==> src/rtl/rr_arb_mux_pkg.sv <==
// rr_arb_mux_pkg: shared definitions for the arbitrating multiplexer and its arbiter.
//   ARB_FIXED - lowest asserted index wins every cycle
//   ARB_RR    - rotating priority starting at the stored pointer
package rr_arb_mux_pkg;

    localparam int unsigned ARB_FIXED = 0;
    localparam int unsigned ARB_RR    = 1;

endpackage

==> src/rtl/rr_arbiter.sv <==
// rr_arbiter: purely combinational request arbiter with grant-to-index encoder.
// Ports:
//   req       - per-channel request (valid) vector
//   ptr       - round-robin start index (ignored in fixed-priority mode)
//   grant     - one-hot grant, zero when no request
//   grant_idx - binary index of the granted channel (0 when none)
//   grant_any - at least one request is asserted
module rr_arbiter
    import rr_arb_mux_pkg::*;
#(
    parameter int unsigned NUM_IN = 3,
    parameter int unsigned MODE   = ARB_RR,
    localparam int unsigned SEL_W = $clog2(NUM_IN)
) (
    input  logic [NUM_IN-1:0] req,
    input  logic [SEL_W-1:0]  ptr,
    output logic [NUM_IN-1:0] grant,
    output logic [SEL_W-1:0]  grant_idx,
    output logic              grant_any
);

    always_comb begin
        int unsigned idx;
        logic        found;
        grant = '0;
        found = 1'b0;
        idx   = 0;
        for (int unsigned k = 0; k < NUM_IN; k++) begin
            if (MODE == ARB_RR) begin
                // ptr < NUM_IN, so one conditional subtract is a full modulo
                idx = 32'(ptr) + k;
                if (idx >= NUM_IN) begin
                    idx = idx - NUM_IN;
                end
            end else begin
                idx = k;
            end
            if (!found && req[idx[SEL_W-1:0]]) begin
                grant[idx[SEL_W-1:0]] = 1'b1;
                found                 = 1'b1;
            end
        end
    end

    always_comb begin
        grant_idx = '0;
        for (int unsigned k = 0; k < NUM_IN; k++) begin
            if (grant[k]) begin
                grant_idx = SEL_W'(k);
            end
        end
    end

    assign grant_any = |req;

endmodule

==> src/rtl/rr_arb_mux.sv <==
// rr_arb_mux: N-channel arbitrating multiplexer with a single registered output stage.
// Ports:
//   clk, rstn  - clock, asynchronous active-low reset
//   flush      - drop the buffered word and accept nothing this cycle
//   in_data    - flattened channel data, channel i at [i*WIDTH +: WIDTH]
//   in_valid   - per-channel valid
//   in_ready   - per-channel ready, one-hot or zero
//   out_data   - registered data word
//   out_src    - index of the channel that produced out_data
//   out_valid  - output register holds a word
//   out_ready  - consumer accepts this cycle
module rr_arb_mux
    import rr_arb_mux_pkg::*;
#(
    parameter int unsigned WIDTH  = 32,
    parameter int unsigned NUM_IN = 3,
    parameter int unsigned MODE   = ARB_RR,
    localparam int unsigned SEL_W = $clog2(NUM_IN)
) (
    input  logic                    clk,
    input  logic                    rstn,
    input  logic                    flush,
    input  logic [NUM_IN*WIDTH-1:0] in_data,
    input  logic [NUM_IN-1:0]       in_valid,
    output logic [NUM_IN-1:0]       in_ready,
    output logic [WIDTH-1:0]        out_data,
    output logic [SEL_W-1:0]        out_src,
    output logic                    out_valid,
    input  logic                    out_ready
);

    logic [NUM_IN-1:0] grant;
    logic [SEL_W-1:0]  grant_idx;
    logic              grant_any;
    logic              load;
    logic              xfer;

    logic [WIDTH-1:0]  out_data_q, out_data_d;
    logic [SEL_W-1:0]  out_src_q, out_src_d;
    logic              out_valid_q, out_valid_d;
    logic [SEL_W-1:0]  ptr_q, ptr_d;

    rr_arbiter #(
        .NUM_IN (NUM_IN),
        .MODE   (MODE)
    ) u_arb (
        .req       (in_valid),
        .ptr       (ptr_q),
        .grant     (grant),
        .grant_idx (grant_idx),
        .grant_any (grant_any)
    );

    always_comb begin
        // Register can take a word when empty or draining; flush blocks it outright
        load     = !flush && (!out_valid_q || out_ready);
        xfer     = load && grant_any;
        in_ready = {NUM_IN{load}} & grant;

        out_data_d  = out_data_q;
        out_src_d   = out_src_q;
        out_valid_d = out_valid_q;
        ptr_d       = ptr_q;

        if (flush) begin
            out_valid_d = 1'b0;
        end else if (xfer) begin
            out_data_d  = in_data[32'(grant_idx)*WIDTH +: WIDTH];
            out_src_d   = grant_idx;
            out_valid_d = 1'b1;
        end else if (out_ready) begin
            out_valid_d = 1'b0;
        end

        // Explicit wrap: NUM_IN need not be a power of two
        if (MODE == ARB_RR && xfer) begin
            if (grant_idx == SEL_W'(NUM_IN - 1)) begin
                ptr_d = '0;
            end else begin
                ptr_d = grant_idx + 1'b1;
            end
        end
    end

    always_ff @(posedge clk or negedge rstn) begin
        if (!rstn) begin
            out_data_q  <= '0;
            out_src_q   <= '0;
            out_valid_q <= 1'b0;
            ptr_q       <= '0;
        end else begin
            out_data_q  <= out_data_d;
            out_src_q   <= out_src_d;
            out_valid_q <= out_valid_d;
            ptr_q       <= ptr_d;
        end
    end

    assign out_data  = out_data_q;
    assign out_src   = out_src_q;
    assign out_valid = out_valid_q;

endmodule
==> config.mk <==
export PLATFORM = sky130hd
export DESIGN_NAME = rr_arb_mux
export DESIGN_NICKNAME = d
export VERILOG_FILES = /design/src/rtl/rr_arb_mux_pkg.sv /design/src/rtl/rr_arbiter.sv /design/src/rtl/rr_arb_mux.sv
export SDC_FILE = /design/constraint.sdc
export NUM_CORES = 1
export LEC_CHECK = 0
export ABC_CLOCK_PERIOD_IN_PS = 2700
export CELL_PAD_IN_SITES_DETAIL_PLACEMENT = 0
export CELL_PAD_IN_SITES_GLOBAL_PLACEMENT = 1
export CORE_ASPECT_RATIO = 1.25
export CORE_MARGIN = 1
export CORE_UTILIZATION = 26
export DETAILED_ROUTE_END_ITERATION = 8
export PLACE_DENSITY_LB_ADDON = 0.1
export SKIP_CTS_REPAIR_TIMING = 1
export SYNTH_ARGS = -nofsm -noshare
export SYNTH_HDL_FRONTEND = slang
export SYNTH_HIERARCHICAL = 1
export SYNTH_SLANG_ARGS = --single-unit
==> constraint.sdc <==
create_clock -name clk -period 2.7 [get_ports clk]
set_input_delay 0.54 -clock clk [delete_from_list [all_inputs] [get_ports clk]]
set_output_delay 0.54 -clock clk [all_outputs]
set_load 0.02 [all_outputs]
==> impl_metrics.toml <==
[finish]
nNetsFinal = 473
layout_common_cells = "clkdlybuf4s50_1, dfrtp_1, mux2i_1, mux2_4"
nFillCells = 905
diodes = 0
drive_above_1_share_pct = 30.0
syn2layout_area_growth_pct = 77.7
layout_commonest_cell = "clkdlybuf4s50_1"

[route]
firstDrtPassIters = 4
ant_nets = 0
via_per_inst = 4.62
remaining_drc_errors = 0
first_iter_violations = 37
via_count = 2279
wl_um = 7820
wire_per_inst_um = 15.9

[floorplanning]
dieArea_um2 = 10300
placementRows = 40
initial_core_util_pct = 26.9
dieWidth_um = 91.1
io-pin-count = 141
die_h_um = 113
core-area_um2 = 9610

[placed_design]
io_buffers = 140
place_congestion = 0.802
place_ws_ns = -0.397
dp_hpwl_um = 5650

[setup_path]
r2r_end = "out_data[5]$_DFFE_PN0P_"
rr_worst_depth = 13
start_kind = "register"
crit_path_top_delay_cell = "dfrtp_1"
cp.arrival_ns = 2.83
crit_path_max_incr_delay_ns = 0.42
required_ns = 2.92
critPathCaptureType = "register"
path_cells = "inv_2, ha_4, mux2i_1, a221o_1, o21ai_2, a211o_4, buf_6, nor3_4, nor2b_4, buf_12, clkbuf_16, o2bb2ai_1, mux2_4"
worstPathMaxFanout = 6
worstSetupPathType = "reg -> reg"
rrSetupSlack_ns = 0.09
cp-startpoint = "ptr_q[0]$_DFFE_PN0P_"
r2r_start = "ptr_q[0]$_DFFE_PN0P_"

[logic_synthesis]
async_flop_share_pct = 100
synth_area_um2 = 2580
ys_ff_latch = 37
yosysSeqAreaShare_pct = 35.9
synth_area_per_cell_um2 = 12.4
yosys_most_used_dff = "dfrtp_1"
synth_edf_count = 0
synth_cell_type_count = 37
yosys_warnings = 6
synth_nets = 316
synthCells = 209

[timing]
rsz0062_at_grt = "true"
slew_violations = 0
max_slew.worst_pin.slew_ns = 0.482
setup-violations-final = 0
fmax_mhz = 383
whs_ns = 0.214
min_period_ns = 2.61
setup-tns-final_ns = 0
skew_ns = 0.00388
hold_viol = 0
setup_slack_ns = 0.0910
slew-limit-headroom_pct = 67.9
period_share_pct = 96.6

[hold_path]
worstHoldPathType = "in -> async"

[grt]
grt_pass1_wl_um = 12100
grt_overflow_total = 0
grt_start_max_net_pins = 22
grt_antenna_before_repair = 0
grt_pass1_vias = 2400
grt_util_all_layers_pct = 14.7

[clocking]
clock-sinks = 37
numCtsBuffers = 5
path_clk_slew_ns = 0.06
htreeDepth = 2
max-clock-path-buffers = 2
cts_root_buf = "clkbuf_16"
clk_latency_ns = 0.28
cts_tree = "done"

[power_and_ir_drop]
finalPower_w = 0.00506
max-vdd-ir-drop_mv = 0.455
power_density_nw_per_um2 = 1100
p_leak_nw = 1.87

[run_status]
status = "completed"

[run]
maxCapViolations = 0
-- how the worst max path moves through the flow --
stage	endpoint	depth (start not counted)
after floorplan	out_data[2]$_DFFE_PN0P_	11
after global placement	in_ready[2]	7
after detailed placement	in_ready[2]	7
after CTS	in_ready[0]	9
after global routing	out_data[9]$_DFFE_PN0P_	13
final	out_data[5]$_DFFE_PN0P_	13
-- synth_stat cells (all sizes together), types with 3 or more instances --
| library cell | number | area, µm² |
|---|---|---|
| a21oi | 5 | 25.0 |
| and2 | 3 | 18.8 |
| buf | 18 | 183 |
| dfrtp | 37 | 926 |
| ha | 4 | 50.1 |
| inv | 6 | 22.5 |
| mux2 | 37 | 514 |
| mux2i | 34 | 340 |
| nand2 | 5 | 18.8 |
| nor2 | 6 | 22.5 |
| nor3 | 3 | 20.0 |
| o21ai | 4 | 23.8 |
| o2bb2ai | 31 | 272 |
-- worst max-delay path: cells and delay by family, from the launching register on --
family	cells	cell delay, ns
AOI/OAI and AO/OA	4	0.68
adders and majority gates	1	0.22
buffers and inverters	4	0.51
DFF	1	0.42
muxes	2	0.28
and+or+nand+nor	2	0.44
-- power by group --
part	internal (W)	total (W)	switching, W
registers	0.000830	0.000982	0.000152
logic	0.00194	0.00351	0.00157
clock network	0.000339	0.000573	0.000235
total	0.00310	0.00506	0.00196
-- cells by family after synthesis --
kind of cell               share of synthesized area, %
DFF                                                35.9
buffers and inverters                              8.09
and+or+nand+nor                                    5.96
muxes                                              33.1
AOI/OAI and AO/OA                                  15.1
adders and majority gates                          1.94
-- metrics by stage --
stage	util (%)	instance area [µm²]	cells
2_1_floorplan	-	2580	209
3_3_place_gp	43.4	4170	478
3_5_place_dp	43.4	4170	478
4_1_cts	44.8	4310	486
5_1_grt	47.7	4590	493
6_report	47.7	4590	493
-- sequential cells by signal, indices dropped and copies added, names as in the netlist --
signal / count
out_src: 2
out_valid: 1
ptr_q: 2
out_data: 32
-- final cells by class --
| class | instances | area [µm²] | share of cell area (%) |
|---|---|---|---|
| inverters | 6 | 22.5 | 0.491 |
| well taps | 126 | 158 | 3.44 |
| multi-input cells | 147 | 1600 | 34.9 |
| repair buffers | 169 | 1740 | 37.8 |
| flip-flops and latches | 37 | 927 | 20.2 |
| clock buffers | 5 | 125 | 2.73 |
| clock inverters | 3 | 17.5 | 0.382 |
-- per-layer routing --
metal / track usage (%) / vias to the layer above / part of all wire [%]
li1: - / 1094 / -
met1: 17.1 / 1082 / 41
met2: 25.5 / 97 / 51
met3: 4.80 / 6 / 7.2
met4: 5.08 / 0 / 1.2
met5: 0 / - / 0
No activity file was read; power rests on OpenSTA's default activity.
